`src/rtl/sram_pkg.sv`:
```
// Shared phase encoding, width helper and strobe-exclusivity check for the SRAM array sequencer.
// Pure declarations: no latency, no flow control.
`ifndef SRAM_PKG_SV
`define SRAM_PKG_SV

`define SRAM_STROBE_EXCL(clk_s, rst_s, pre_s, wl_s, sa_s) \
    assert property (@(posedge clk_s) disable iff (!(rst_s)) $onehot0({(pre_s), |(wl_s), (sa_s)}))

package sram_pkg;

    typedef enum logic [1:0] {
        IDLE  = 2'd0,
        PRE   = 2'd1,
        ACC   = 2'd2,
        SENSE = 2'd3
    } phase_t;

    // Never returns 0 so a single-word array still gets a 1-bit address.
    function automatic int clog2(input int value);
        int w;
        int v;
        w = 0;
        v = value - 1;
        while (v > 0) begin
            w = w + 1;
            v = v >> 1;
        end
        return (w < 1) ? 1 : w;
    endfunction

endpackage

`endif

```
`src/rtl/sram_wl_decoder.sv`:
```
// Address to one-hot wordline decoder with enable; out-of-range addresses raise no line and clear o_hit.
// Combinational, no flow control.
module sram_wl_decoder
    import sram_pkg::*;
#(
    parameter int DEPTH  = 16,
    parameter int ADDR_W = clog2(DEPTH)
)(
    input  logic [ADDR_W-1:0] i_addr,
    input  logic              i_en,
    output logic [DEPTH-1:0]  o_wl,
    output logic              o_hit
);

    always_comb begin
        o_wl  = '0;
        o_hit = 1'b0;
        for (int i = 0; i < DEPTH; i++) begin
            if (i_addr == ADDR_W'(i)) begin
                o_hit   = 1'b1;
                o_wl[i] = i_en;
            end
        end
    end

endmodule

```
`src/rtl/sram_6t_array.sv`:
```
// Behavioural 6T SRAM array with PRE -> ACC -> SENSE access sequencer; read data 4 cycles after accept, write busy 3 cycles.
// One request at a time: req_ready is high only in IDLE, so requests wait upstream while an access is in flight.
module sram_6t_array
    import sram_pkg::*;
#(
    parameter int  DATA_W = 8,
    parameter int  DEPTH  = 16,
    localparam int ADDR_W = clog2(DEPTH)
)(
    input  logic              clk,
    input  logic              rst_n,
    input  logic              req_valid,
    output logic              req_ready,
    input  logic              req_we,
    input  logic [ADDR_W-1:0] req_addr,
    input  logic [DATA_W-1:0] req_wdata,
    output logic              rsp_valid,
    output logic [DATA_W-1:0] rsp_rdata,
    output logic              pre_en,
    output logic [DEPTH-1:0]  wl,
    output logic              wd_en,
    output logic              sa_en
);

    phase_t              r_state;
    phase_t              w_state_nxt;
    logic                r_we;
    logic [ADDR_W-1:0]   r_addr;
    logic [DATA_W-1:0]   r_wdata;
    logic                r_rsp_valid;
    logic [DATA_W-1:0]   r_rdata;
    logic [DATA_W-1:0]   r_mem [DEPTH];
    logic [DEPTH-1:0]    w_wl;
    logic                w_hit;
    logic                w_acc;

    always_ff @(posedge clk) begin
        if (!rst_n) begin
            r_state <= IDLE;
        end else begin
            r_state <= w_state_nxt;
        end
    end

    always_comb begin
        w_state_nxt = r_state;
        case (r_state)
            IDLE:    if (req_valid) w_state_nxt = PRE;
            PRE:     w_state_nxt = ACC;
            ACC:     w_state_nxt = r_we ? IDLE : SENSE;
            SENSE:   w_state_nxt = IDLE;
            default: w_state_nxt = IDLE;
        endcase
    end

    always_comb begin
        req_ready = 1'b0;
        pre_en    = 1'b0;
        w_acc     = 1'b0;
        sa_en     = 1'b0;
        case (r_state)
            IDLE:    req_ready = 1'b1;
            PRE:     pre_en    = 1'b1;
            ACC:     w_acc     = 1'b1;
            SENSE:   sa_en     = 1'b1;
            default: req_ready = 1'b0;
        endcase
    end

    sram_wl_decoder #(
        .DEPTH  (DEPTH),
        .ADDR_W (ADDR_W)
    ) u_wl_decoder (
        .i_addr (r_addr),
        .i_en   (w_acc),
        .o_wl   (w_wl),
        .o_hit  (w_hit)
    );

    // Out-of-range addresses raise no wordline, so the write driver must stay off too.
    assign wl        = w_wl;
    assign wd_en     = w_acc & r_we & w_hit;
    assign rsp_valid = r_rsp_valid;
    assign rsp_rdata = r_rdata;

    always_ff @(posedge clk) begin
        if (!rst_n) begin
            r_we        <= 1'b0;
            r_addr      <= '0;
            r_wdata     <= '0;
            r_rsp_valid <= 1'b0;
            r_rdata     <= '0;
        end else begin
            if (r_state == IDLE && req_valid) begin
                r_we    <= req_we;
                r_addr  <= req_addr;
                r_wdata <= req_wdata;
            end
            r_rsp_valid <= (r_state == SENSE);
            if (r_state == SENSE) begin
                r_rdata <= w_hit ? r_mem[r_addr] : '0;
            end
        end
    end

    // Storage is deliberately not reset; a reset landing on the ACC edge suppresses the commit.
    always_ff @(posedge clk) begin
        if (rst_n && wd_en) begin
            r_mem[r_addr] <= r_wdata;
        end
    end

    `SRAM_STROBE_EXCL(clk, rst_n, pre_en, wl, sa_en);

    assert property (@(posedge clk) disable iff (!rst_n) wd_en |-> (|wl));

endmodule

```
`config.mk`:
```
export PLATFORM = sky130hd
export DESIGN_NAME = sram_6t_array
export DESIGN_NICKNAME = d
export VERILOG_FILES = /design/src/rtl/sram_pkg.sv /design/src/rtl/sram_wl_decoder.sv /design/src/rtl/sram_6t_array.sv
export SDC_FILE = /design/constraint.sdc
export NUM_CORES = 1
export LEC_CHECK = 0
export BUFFER_PORTS_ARGS = -buffer_cell sky130_fd_sc_hd__buf_2
export CORE_ASPECT_RATIO = 1.5
export CORE_UTILIZATION = 64
export CTS_CLUSTER_DIAMETER = 30
export DETAILED_ROUTE_END_ITERATION = 12
export HOLD_SLACK_MARGIN = 0.05
export PLACE_DENSITY = 0.88
export SLEW_MARGIN = 15
export SYNTH_ARGS = -nofsm -noshare
export SYNTH_HDL_FRONTEND = slang
export SYNTH_HIERARCHICAL = 1
export SYNTH_SLANG_ARGS = --single-unit
```
`constraint.sdc`:
```
create_clock -name clk -period 4.56 [get_ports clk]
set_clock_uncertainty 0.2 [all_clocks]
set_input_delay 0.684 -clock clk [delete_from_list [all_inputs] [get_ports clk]]
set_output_delay 0.684 -clock clk [all_outputs]
set_load 0.005 [all_outputs]
```
==> results.toml <==
[global_routing]
antenna_found_initial = 0
grt_overflow = 0
grt_usage_pct = 31.09
grt_pass1_wl_um = 20980
grt_max_degree = 45
grt_pass1_vias = 3694

[clock_tree]
post-cts-setup-buffers = 0
cts.htree.levels = 4
clk_path_buf_depth = 2
cts.clk_slew.worst_paths_ns = 0.07
root_buffer = "clkbuf_16"
cts_hold_buf = 0
cts_tree = "built"
clock-sinks = 156
clk_latency_ns = 0.44
cts_resized = 0
cts-buffers-inserted = 17

[placement]
dp.cells = 523
place.gp.congestion = 0.7963
pre_cts_slack_ns = 1.389
io_buffer_count = 44
place_hpwl_um = 8031

[sta]
timing.hold.ws_ns = 0.2666
rsz0062_at_grt = "false"
fin_crit_sh_pct = 65.71
setup_viol = 0
worst_pin_slew_ns = 1.190
fin_crit_ns = 2.996
hold_violations = 0
maxSlewHeadroom_pct = 20.08
layout_setup_ws_ns = 1.564
max_freq_ghz = 0.3337
fin_setup_tns_ns = 0
maxSlewViolCount = 0

[critical_path]
worst-path-buf-inv = 0
crit_fanout = 8
reg2reg_slack_ns = 1.56
ff2ff_path_depth = 4
rr_endpoint = "r_mem[0][3]$_DFFE_PP_"
crit_chain = "and2b_1 > and4_1 > or3b_1 > nor3_1"
critPathArrivalTime_ns = 2.84
critPathKind = "reg2reg"
cp_slowest_cell = "nor3_1"
crit_path_end_kind = "flop"
r2r-start = "r_state[0]$_SDFFE_PN0P_"
cp-start-kind = "flop"
cp_top_family = "simple AND/OR/NAND/NOR gates"
cp_slowest_stage_delay_ns = 0.93
worstPathRequired_ns = 4.41

[power_and_ir_drop]
p_total_uw = 3123
p_per_area_mw_per_mm2 = 449.2
max-vdd-ir-drop_mv = 0.4260
cellLeakagePower_uw = 0.002390

[floorplanning]
die_h_um = 121.8
io_pins = 45
die_w_um = 81.84
die_area_sq_mm = 0.009965
rows = 43
fp.coreArea_sq_mm = 0.009254
initial_utilization_pct = 66.13

[layout]
regArea_sq_mm = 0.004405
layoutNonFillerInstCount = 555
multi_input_area_sq_mm = 0.001594
layout-drive-gt1-share_pct = 22.35
fillers = 503
layout.nets = 446
n_antenna_cell = 0
area.growth.synth_to_final_pct = 13.62

[drt]
dr.first_iter.drc_count = 637
wirelength_um = 13580
drc = 0
drt_first_pass_iters = 7
vias_per_cell = 6.559
wl_per_cell_um = 24.47
ant_nets = 0
routed-via-count = 3640

[synthesis]
synth_seq_cells = 156
synth_area_per_cell_sq_um = 15.98
synthCells = 383
yosys_warnings = 6
syn_area_sq_mm = 0.006120
syn_nets = 399
synth_cell_types = 38
yosysSeqAreaShare_pct = 71.97

[hold_path]
hold_depth = 2
worstHoldStart = "rsp_rdata[1]$_SDFFE_PN0P_"
hold_path.class = "reg2reg"
min_to = "rsp_rdata[1]$_SDFFE_PN0P_"

[outcome]
outcome = "finished clean"

[job]
max-cap-violations = 0
## cell usage in the layout, fill, tap and decap left out, drive strengths merged, types with 15 or more instances in the layout
cell	Yosys	routed
mux2i	18	18
dfxtp	28	28
nand2	47	47
buf	12	46
clkbuf	6	17
nor3	17	17
nor2	27	27
edfxtp	128	128
inv	3	15
mux4	22	22
## cell usage after synthesis
master	number	area (sq um)
a211oi_1	6	45.04
a21boi_0	13	97.59
a21oi_1	4	20.02
a221o_1	3	30.03
a22oi_1	4	30.03
and2_0	1	6.260
and2_1	1	6.260
and2b_1	2	15.01
and3_1	2	12.51
and4_1	1	8.760
buf_1	1	3.750
buf_2	5	25.02
buf_4	2	15.01
buf_6	3	33.78
buf_8	1	15.01
clkbuf_1	6	22.52
conb_1	1	3.750
dfxtp_1	28	560.5
edfxtp_1	128	3844
inv_1	3	11.26
mux2i_1	18	180.2
mux4_1	5	131.4
mux4_2	17	382.9
nand2_1	47	176.4
nand2b_1	5	31.28
nand3_1	8	40.04
nand3b_1	4	30.03
nand4_1	1	6.260
nor2_1	27	101.4
nor2b_1	3	18.77
nor3_1	16	80.08
nor3_2	1	10.01
nor3b_1	2	15.01
o211ai_1	6	45.04
o21a_1	2	15.01
o31ai_1	4	30.03
or3b_1	1	8.760
or3b_4	1	11.26
## how the worst max path moves through the flow
stage | end | from | cells past startpoint
CTS | r_mem[0][3]$_DFFE_PP_ | r_state[0]$_SDFFE_PN0P_ | 4
global placement | r_mem[0][2]$_DFFE_PP_ | rst_n | 4
finish | r_mem[0][3]$_DFFE_PP_ | r_state[0]$_SDFFE_PN0P_ | 4
floorplan | r_mem[0][0]$_DFFE_PP_ | rst_n | 3
detailed placement | r_mem[0][2]$_DFFE_PP_ | rst_n | 4
global route | r_mem[0][3]$_DFFE_PP_ | r_state[0]$_SDFFE_PN0P_ | 4
## final cells by class
cell class / instances / share of cell area (%)
Sequential cell: 156 / 63.36
Multi-Input combinational cell: 206 / 22.93
Clock buffer: 17 / 6.118
Timing Repair Buffer: 46 / 3.383
Clock inverter: 15 / 2.033
Tap cell: 112 / 2.015
Inverter: 3 / 0.1620
## routing by layer
layer	vias to the layer above	global-route usage (%)	share of wire, %
met2	267	50.26	53
met1	1762	39.32	36
li1	1576	-	-
met4	0	13.38	3.3
met3	35	8.240	8.6
met5	-	0	0
## metrics by stage
step | cell area [sq um] | util [%]
after floorplan | 6120 | -
after global placement | 6381 | 68.96
after detailed placement | 6381 | 68.96
after CTS | 6948 | 75.08
after global routing | 6953 | 75.14
final | 6953 | 75.14
## kinds of logic after synthesis
family                 after synthesis  share of synthesized area [%]
and+or+nand+nor                    123                          9.446
other                                1                        0.06128
DFF                                156                          71.97
muxes                               40                          11.35
buffers and inverters               21                          2.065
AOI/OAI and AO/OA                   42                          5.111
## tightest hold or removal path, delay by kind of cell, from the launching register on
| family | cells | cell delay, ns |
|---|---|---|
| DFF | 1 | 0.32 |
| and+or+nand+nor | 2 | 0.12 |
## power breakdown
part / switching (uW) / total (uW) / internal, uW
Clock: 641 / 1370 / 727
Combinational: 71.7 / 134 / 62.2
Sequential: 60.6 / 1620 / 1560
Total: 773 / 3120 / 2350
## flip-flops by register name, summed over array words and instances, names as in the netlist, named ones only
signal / cells
r_mem: 128
r_wdata: 8
rsp_rdata: 8
r_addr: 4
r_state: 2
r_we: 1
rsp_valid: 1
No activity file was read; power rests on OpenSTA's default activity.
